===== config.mk =====
export PLATFORM = sky130hd
export DESIGN_NAME = mul_div_unit
export DESIGN_NICKNAME = d
export VERILOG_FILES = /design/src/rtl/mdu_pkg.sv /design/src/rtl/mdu_div_step.sv /design/src/rtl/mul_div_unit.sv
export SDC_FILE = /design/constraint.sdc
export NUM_CORES = 1
export LEC_CHECK = 0
export CAP_MARGIN = 20
export CORE_MARGIN = 2
export CORE_UTILIZATION = 40
export CTS_CLUSTER_DIAMETER = 40
export CTS_CLUSTER_SIZE = 14
export DETAILED_ROUTE_END_ITERATION = 10
export PLACE_DENSITY = 0.64
export SYNTH_ARGS = -nofsm -noshare
export SYNTH_HDL_FRONTEND = slang
export SYNTH_HIERARCHICAL = 1
export SYNTH_SLANG_ARGS = --single-unit

===== constraint.sdc =====
create_clock -name clk -period 5.3 [get_ports clk]
set_clock_uncertainty 0.05 [all_clocks]
set_input_delay 1.325 -clock clk [delete_from_list [all_inputs] [get_ports clk]]
set_output_delay 1.325 -clock clk [all_outputs]
set_load 0.05 [all_outputs]

===== src/rtl/mdu_pkg.sv =====
// rtl/mdu_pkg.sv - shared widths, op encodings and FSM states for the multiply/divide unit
package mdu_pkg;

  localparam int DEF_XLEN = 64;

  localparam logic [1:0] OP_MUL  = 2'b00;
  localparam logic [1:0] OP_UDIV = 2'b01;
  localparam logic [1:0] OP_UREM = 2'b10;
  localparam logic [1:0] OP_SDIV = 2'b11;

  typedef enum logic [1:0] {
    S_IDLE = 2'b00,
    S_RUN  = 2'b01,
    S_DONE = 2'b10
  } state_t;

endpackage


===== src/rtl/mdu_div_step.sv =====
// rtl/mdu_div_step.sv - one combinational restoring-division step on a 65-bit partial remainder
module mdu_div_step #(
  parameter int XLEN = 64
) (
  input  logic [XLEN:0]   rem_in,
  input  logic            dividend_bit,
  input  logic [XLEN-1:0] divisor,
  output logic [XLEN:0]   rem_out,
  output logic            q_bit
);

  logic [XLEN:0]   shifted;
  logic [XLEN+1:0] diff;

  assign shifted = {rem_in[XLEN-1:0], dividend_bit};
  assign diff    = {1'b0, shifted} - {2'b00, divisor};
  // A set top bit on entry means the doubled remainder already exceeds any divisor.
  assign q_bit   = rem_in[XLEN] | ~diff[XLEN+1];
  assign rem_out = q_bit ? diff[XLEN:0] : shifted;

endmodule


===== src/rtl/mul_div_unit.sv =====
// rtl/mul_div_unit.sv - iterative multiply/divide unit with single-cycle register write-back
// Optional signed divide for op=11 is enabled by defining MDU_SIGNED_DIV_EN.
module mul_div_unit
  import mdu_pkg::*;
#(
  parameter int XLEN  = DEF_XLEN,
  parameter int CNT_W = $clog2(XLEN)
) (
  input  logic            clk,
  input  logic            reset,
  input  logic            start,
  input  logic [1:0]      op,
  input  logic [XLEN-1:0] operand_a,
  input  logic [XLEN-1:0] operand_b,
  input  logic [4:0]      dest,
  output logic            busy,
  output logic            done,
  output logic            reg_write,
  output logic [4:0]      reg_write_dest,
  output logic [XLEN-1:0] reg_write_data
);

  localparam logic [CNT_W-1:0] LAST_ITER = CNT_W'(XLEN - 1);

  state_t          state, state_nxt;
  logic [CNT_W-1:0] cnt;
  logic [1:0]      op_q;
  logic [4:0]      dest_q;
  logic [XLEN-1:0] a_q, b_q, acc_q;
  logic [XLEN:0]   rem_q, rem_step;
  logic            q_bit;
  logic [XLEN-1:0] mul_acc_nxt, quot_nxt, result;
  logic [XLEN-1:0] a_load, b_load;

  mdu_div_step #(.XLEN(XLEN)) u_div_step (
    .rem_in       (rem_q),
    .dividend_bit (a_q[XLEN-1]),
    .divisor      (b_q),
    .rem_out      (rem_step),
    .q_bit        (q_bit)
  );

  assign mul_acc_nxt = acc_q + (b_q[0] ? a_q : '0);
  assign quot_nxt    = {acc_q[XLEN-2:0], q_bit};

`ifdef MDU_SIGNED_DIV_EN
  logic neg_q, sdiv_sel;
  assign sdiv_sel = (op == OP_SDIV);
  // Divide zero is excluded from negation so the all-ones quotient survives.
  assign a_load = (sdiv_sel && operand_a[XLEN-1]) ? -operand_a : operand_a;
  assign b_load = (sdiv_sel && operand_b[XLEN-1]) ? -operand_b : operand_b;
`else
  assign a_load = operand_a;
  assign b_load = operand_b;
`endif

  always_comb begin
    result = quot_nxt;
    case (op_q)
      OP_MUL:  result = mul_acc_nxt;
      OP_UREM: result = rem_step[XLEN-1:0];
      default: result = quot_nxt;
    endcase
`ifdef MDU_SIGNED_DIV_EN
    if (op_q == OP_SDIV && neg_q) result = -quot_nxt;
`endif
  end

  always_comb begin
    state_nxt = state;
    case (state)
      S_IDLE:  if (start) state_nxt = S_RUN;
      S_RUN:   if (cnt == LAST_ITER) state_nxt = S_DONE;
      S_DONE:  state_nxt = S_IDLE;
      default: state_nxt = S_IDLE;
    endcase
  end

  always_ff @(posedge clk) begin
    if (reset) begin
      state          <= S_IDLE;
      cnt            <= '0;
      op_q           <= OP_MUL;
      dest_q         <= '0;
      a_q            <= '0;
      b_q            <= '0;
      acc_q          <= '0;
      rem_q          <= '0;
      reg_write_dest <= '0;
      reg_write_data <= '0;
`ifdef MDU_SIGNED_DIV_EN
      neg_q          <= 1'b0;
`endif
    end else begin
      state <= state_nxt;
      case (state)
        S_IDLE: begin
          if (start) begin
            op_q   <= op;
            dest_q <= dest;
            a_q    <= a_load;
            b_q    <= b_load;
            acc_q  <= '0;
            rem_q  <= '0;
            cnt    <= '0;
`ifdef MDU_SIGNED_DIV_EN
            neg_q  <= sdiv_sel && (operand_a[XLEN-1] ^ operand_b[XLEN-1]) && (|operand_b);
`endif
          end
        end
        S_RUN: begin
          cnt <= cnt + CNT_W'(1);
          a_q <= a_q << 1;
          if (op_q == OP_MUL) begin
            acc_q <= mul_acc_nxt;
            b_q   <= b_q >> 1;
          end else begin
            acc_q <= quot_nxt;
            rem_q <= rem_step;
          end
          if (cnt == LAST_ITER) begin
            reg_write_data <= result;
            reg_write_dest <= dest_q;
          end
        end
        default: ;
      endcase
    end
  end

  assign busy      = (state != S_IDLE);
  assign done      = (state == S_DONE);
  assign reg_write = done;

endmodule


# Word level (Yosys, flattened, before mapping)
# Cells that the tools add are included.
[classes] reduce_logical=10 eq_ne=8 bitwise=2 n_addsub=3 mux=19
[op_table] op="$pmux W64 S2" n=4
[op_table] op="$mux W64" n=6
[op_table] op="$mux W65" n=3
[op_table] op="$pmux W65 S2" n=1
[op_table] op="$sub A65 B64 Y66" n=1
[op_table] op="$add A64 B64 Y64" n=1
[op_table] op="$pmux W6 S2" n=1
[op_table] op="$ne A2 B2 Y1 const B" n=4
[op_table] op="$reduce_and A2 Y1" n=4
[op_table] op="$add A6 B1 Y6 const B" n=1
[op_table] op="$eq A6 B6 Y1 const B" n=1
[op_table] op="$mux W6" n=1
[op_table] op="$reduce_and A3 Y1" n=2
[op_table] op="$eq A2 B2 Y1 const B" n=2
[op_table] op="$logic_not A2 Y1" n=2
[op_table] op="$mux W2" n=2
[op_table] op="$pmux W2 S2" n=1
[op_table] op="$reduce_bool A2 Y1" n=2
[op_table] op="$eq A2 B1 Y1 const B" n=1
[op_table] op="$not A1 Y1" n=1
[op_table] op="$or A1 B1 Y1" n=1
[word_totals] output_inout_bits=72 regBits=341 wordCells=52 inputBits=138

# Longest topological paths before layout
[logic_depth] word_depth=6 mapped_depth=20 mapped_depth_nobuf=18

# Hierarchy
# The synthesis kept the hierarchy.
[modules_own_cells] mod="mul_div_unit" instances=1 cells_per_inst=2480 seq_area_each_um2=6826.5 area_per_inst_um2=18431.4
[modules_own_cells] mod="mdu_div_step" instances=1 cells_per_inst=800 seq_area_each_um2=0.0 area_per_inst_um2=4909.7

# Worst setup path after synthesis
# OpenSTA, ideal clock, no wires.
[synth_timing] path_kind="register to register" start="register b_q[0]" end="register reg_write_data[40]" synth_period_minus_slack_ps=3524 setup_time_ps=63 arrival_time_ps=3411 setup_slack_ps=1776 n_path_buf=1 stages_incl_launch_ff=16 cell_sequence="dfxtp_1 > clkbuf_1 > and2_1 > ha_1 > inv_1 > fa_1 > nand2b_1 > a21oi_1 > o2111ai_1 > a211oi_1 > nor2b_1 > o31ai_1 > a21o_1 > a41oi_1 > or4_1 > nand3_1"
[synth_between] elab_chain_len=5
[synth_rtl] item="start, declared" line="mul_div_unit.sv:29" source="logic [XLEN-1:0] a_q, b_q, acc_q;"
[synth_rtl] item="start signal, assigned" line="mul_div_unit.sv:102" source="b_q <= b_load;"
[synth_rtl] item="start signal, assigned" line="mul_div_unit.sv:116" source="b_q <= b_q >> 1;"
[synth_rtl] item="$sub A65 B64 Y66" line="mdu_div_step.sv:16" source="assign diff = {1'b0, shifted} - {2'b00, divisor};"
[synth_rtl] item="$not A1 Y1" line="mdu_div_step.sv:18" source="assign q_bit = rem_in[XLEN] | ~diff[XLEN+1];"
[synth_rtl] item="$or A1 B1 Y1" line="mdu_div_step.sv:18"
[synth_rtl] item="$mux W65" line="mdu_div_step.sv:19" source="assign rem_out = q_bit ? diff[XLEN:0] : shifted;"
[synth_rtl] item="$pmux W64 S2 (*)" line="mul_div_unit.sv:59" source="case (op_q)"
[synth_rtl] item="end signal, assigned" line="mul_div_unit.sv:122" source="reg_write_data <= result;"
[synth_rtl] item="end, declared" line="mul_div_unit.sv:20" source="output logic [XLEN-1:0] reg_write_data"
# Mark *: on every way between the ends. The rest lies on a longest branch, timed or not.
# A chain may end at the register's enable or synchronous reset.

# Worst setup path after layout
# Same ends and word-level chain as after synthesis.

==> results by group <==
Run status
  – Status: finished, final reports clean

Power and ir drop
  – Peak supply drop: around 270 uV
  – Reg power frac: between 30 and 40%
  – Clock power share: 52.6%
  – NetSw: 0.00257 W
  – P_leak: 11.4 nW
  – Internal Dissipation: roughly 0.0061 W
  – PD cells: just over 300 nW/um2
  – Net Sw Frac: between 20% and 30%
  – Comb pwr share: about 15%

Worst setup path
  – Maximum fanout along the worst path: 37
  – Crit end category: flop
  – Worst R2R Path Depth: 14
  – Worst reg2reg endpoint: reg_write_data[40]$_SDFFE_PP0P_
  – Worst Path Arrival: ~4.8 ns
  – Setup CP Type: flop to flop
  – Flop2flop setup slack: roughly 0.96 ns
  – Crit path launch type: flop
  – CP required: 5.79 ns
  – Startpoint of the worst register-to-register path: b_q[0]$_SDFFE_PP0P_

Drt
  – Via-to-Cell Ratio: between 5 and 6
  – Final ANT Viol Nets: 0
  – Drt wl/cell: roughly 20 um
  – Final wirelength: 82,100 um
  – First drt pass iteration count: 6
  – Routed vias: ~24k
  – Remaining DRCs: 0
  – Iter 0 DRT Violations: 1,945

Clocking
  – Post CTS Setup Buffer Count: 0
  – Hold_buf cts: 0
  – Post-CTS sizing: 0
  – Root buf cell: clkbuf_16
  – Total CTS buffers: 70
  – H-tree levels: 3
  – Worst-path clk slew: 0.05 ns
  – Clk Latency, worst-skew pair: 0.61 ns
  – CTS sink count: around 340
  – CTS tree: done
  – Clock buffer depth: 3

Logic synthesis
  – Cell count after synthesis: approximately 3.3k
  – Syn nets: roughly 3.5k
  – Mapped cell area: roughly 23,000 um2
  – Adder-cell area share of the yosys netlist: under 10%
  – Number of synthesized flops with an enable pin: 0
  – Xor and xnor area share after synthesis: under 10%
  – Largest family of logic cells by synthesized area: simple AND/OR/NAND/NOR gates
  – Syn Area/Cell: approximately 7.1 um2
  – Yosys warnings: 6
  – Post-synthesis simple-gate area fraction: 26.5%
  – Post-synthesis sequential area ratio: around 29%
  – Asr flop ratio synth: 0%
  – Synth Area in Compound Gates: around a quarter
  – Post-synthesis register bit count: about 340
  – Mux cell area share after synthesis: under 10%
  – Synth cell types: 93
  – Ys flop type: dfxtp_1

Timing
  – Hold WS: between 0.3 and 0.4 ns
  – Max-slew violation count: 0
  – Max Clock Freq: 0.230 GHz
  – Slew Limit Headroom: approximately 30%
  – Hold Fails Final Rpt: 0
  – Final Cycle Share: 82.0%
  – Slew @ Worst Pin: just over 1 ns
  – RSZ-0062 raised after global routing: false
  – Final Setup Violations: 0
  – Final setup TNS: 0 ns
  – Post-route minimum period: roughly 4.3 ns

Hold path
  – Hold WC Path Type: flop to flop
  – Hold Startpoint: dest_q[2]$_SDFFE_PP0P_
  – Min-Delay Path Depth: 2
  – Hold path endpoint: reg_write_dest[2]$_SDFFE_PP0P_

Finish
  – Reg area: approximately 7000 um2
  – # diodes: 0
  – Multi-input gate area: 15,200 um2
  – Most frequent cells in the layout: 508 x nand2_1, 453 x nor2_1, 344 x a21oi_1
  – Share of layout cells above drive strength 1: roughly 6%
  – Filler cell count: 5,843
  – Design Area, Final: about 28,000 um2
  – Final nets: between 3k and 4k
  – Area grow syn2layout: 21.2%
  – Most common cell after layout, fill and taps aside: nand2_1

Global routing
  – Largest net degree at the start of global routing: between 150 and 200
  – Initial antenna violation count: 0
  – Total global-route track usage: approximately a quarter
  – Total grt overflow: 0
  – Vias in the first global route: 23.3k
  – First-pass GRT wire length: 128,000 um

Place
  – Area post-placement: between 20,000 and 30,000 um2
  – PortBufs: 209
  – HPWL reported at the end of detailed placement: between 50,000 and 60,000 um
  – Gpl congestion: between 1 and 1.5

Floorplan
  – Die X: ~250 um
  – I/O pin count: 210
  – Full die area: 60,300 um2
  – Starting Density: roughly two fifths
  – Core area: roughly 58,000 um2
  – # rows: 88
  – Die Span Y: around 250 um

Run
  – Max_cap viols: 0
## power by group through the flow
stage,logic [W],registers (W),clock network [W]
detailed placement,0.00130,0.00285,0
finish,0.00132,0.00280,0.00458
CTS,0.00131,0.00280,0.00463
floorplan,0.000910,0.00280,0
global placement,0.00130,0.00285,0
global route,0.00146,0.00282,0.00476
## synth_stat cells (all sizes together) (7+ instances only)
master | instances | area share [%]
a211oi | 27 | 0.89
a21boi | 9 | 0.29
a21o | 72 | 2.3
a21oi | 346 | 7.5
a221o | 9 | 0.39
a221oi | 8 | 0.33
a222oi | 15 | 0.64
a22oi | 29 | 0.93
a311oi | 71 | 2.7
a31oi | 30 | 0.86
a41oi | 7 | 0.26
and2 | 81 | 2.2
and3 | 21 | 0.56
buf | 43 | 0.93
clkbuf | 192 | 3.1
dfxtp | 341 | 29
ha | 128 | 6.9
inv | 110 | 1.8
mux2i | 24 | 1.0
nand2 | 511 | 8.2
nand2b | 15 | 0.40
nand3 | 109 | 2.3
nand4 | 39 | 1.1
nor2 | 459 | 7.4
nor2b | 13 | 0.35
nor3 | 30 | 0.66
nor4 | 67 | 1.8
o211ai | 40 | 1.3
o21a | 15 | 0.48
o21ai | 142 | 3.1
o21bai | 29 | 0.93
o22ai | 13 | 0.35
o31ai | 22 | 0.77
or3 | 14 | 0.38
or4 | 9 | 0.31
xnor2 | 57 | 2.1
xor2 | 47 | 1.8
## flip-flops by register name, indices dropped and copies added (netlist names)
register        count
a_q                64
acc_q              64
b_q                64
cnt                 6
dest_q              5
op_q                2
reg_write_data     64
reg_write_dest      5
rem_q              65
state               2
## stage by stage
stage	power, W	utilization (%)	worst slack, ns	std cells
after floorplan	0.00371	-	1.78	3280
after global placement	0.00415	44.8	1.08	4059
after detailed placement	0.00415	44.8	1.02	4059
after CTS	0.00874	49.1	0.961	4184
after global routing	0.00903	49.1	0.692	4184
final	0.00869	49.1	0.956	4184
## critical path, cell delays in order (launching register included)
cell	delay, ns
dfxtp_2	0.67
and2_1	0.22
ha_1	0.19
inv_1	0.06
fa_1	0.39
nand2b_1	0.18
a21oi_1	0.21
o2111ai_1	0.23
a211oi_1	0.25
nor2b_1	0.14
o31ai_1	0.64
a21o_1	0.25
a41oi_1	0.21
or4_1	0.51
nand3_1	0.08
## per-layer routing
metal | vias to the layer above | GRT usage [%] | part of all wire [%]
met3 | 159 | 5.82 | 7.3
met5 | - | 0 | 0
met2 | 840 | 43.8 | 46
li1 | 11900 | - | -
met1 | 11300 | 33.6 | 43
met4 | 0 | 11.2 | 4.1
## cell type report
type / instances / share of cell area (%)
clock buffer: 79 / 6.72
inverter: 110 / 1.47
clock inverter: 46 / 1.87
timing repair buffer: 249 / 8.60
multi-input combinational: 2594 / 53.8
tap: 765 / 3.38
sequential: 341 / 24.1
## worst max path at each step
stage / endpoint / slack, ns / start
floorplan: reg_write_data[40]$_SDFFE_PP0P_ / 1.78 / b_q[0]$_SDFFE_PP0P_
global placement: acc_q[56]$_SDFFE_PP0P_ / 1.08 / b_q[0]$_SDFFE_PP0P_
detailed placement: reg_write_data[40]$_SDFFE_PP0P_ / 1.02 / b_q[0]$_SDFFE_PP0P_
CTS: acc_q[56]$_SDFFE_PP0P_ / 0.96 / b_q[0]$_SDFFE_PP0P_
global route: reg_write_data[40]$_SDFFE_PP0P_ / 0.69 / b_q[0]$_SDFFE_PP0P_
finish: reg_write_data[40]$_SDFFE_PP0P_ / 0.96 / b_q[0]$_SDFFE_PP0P_
## cells by family after synthesis
kind of cell / count (synthesis)
AND/OR/NAND/NOR: 1392
flip-flops: 341
buffers and inverters: 345
multiplexers: 29
AO/OA/AOI/OAI: 939
adder cells (fa/ha/maj): 130
XOR/XNOR: 104
Note: power is estimated with default switching activity, not from simulation.
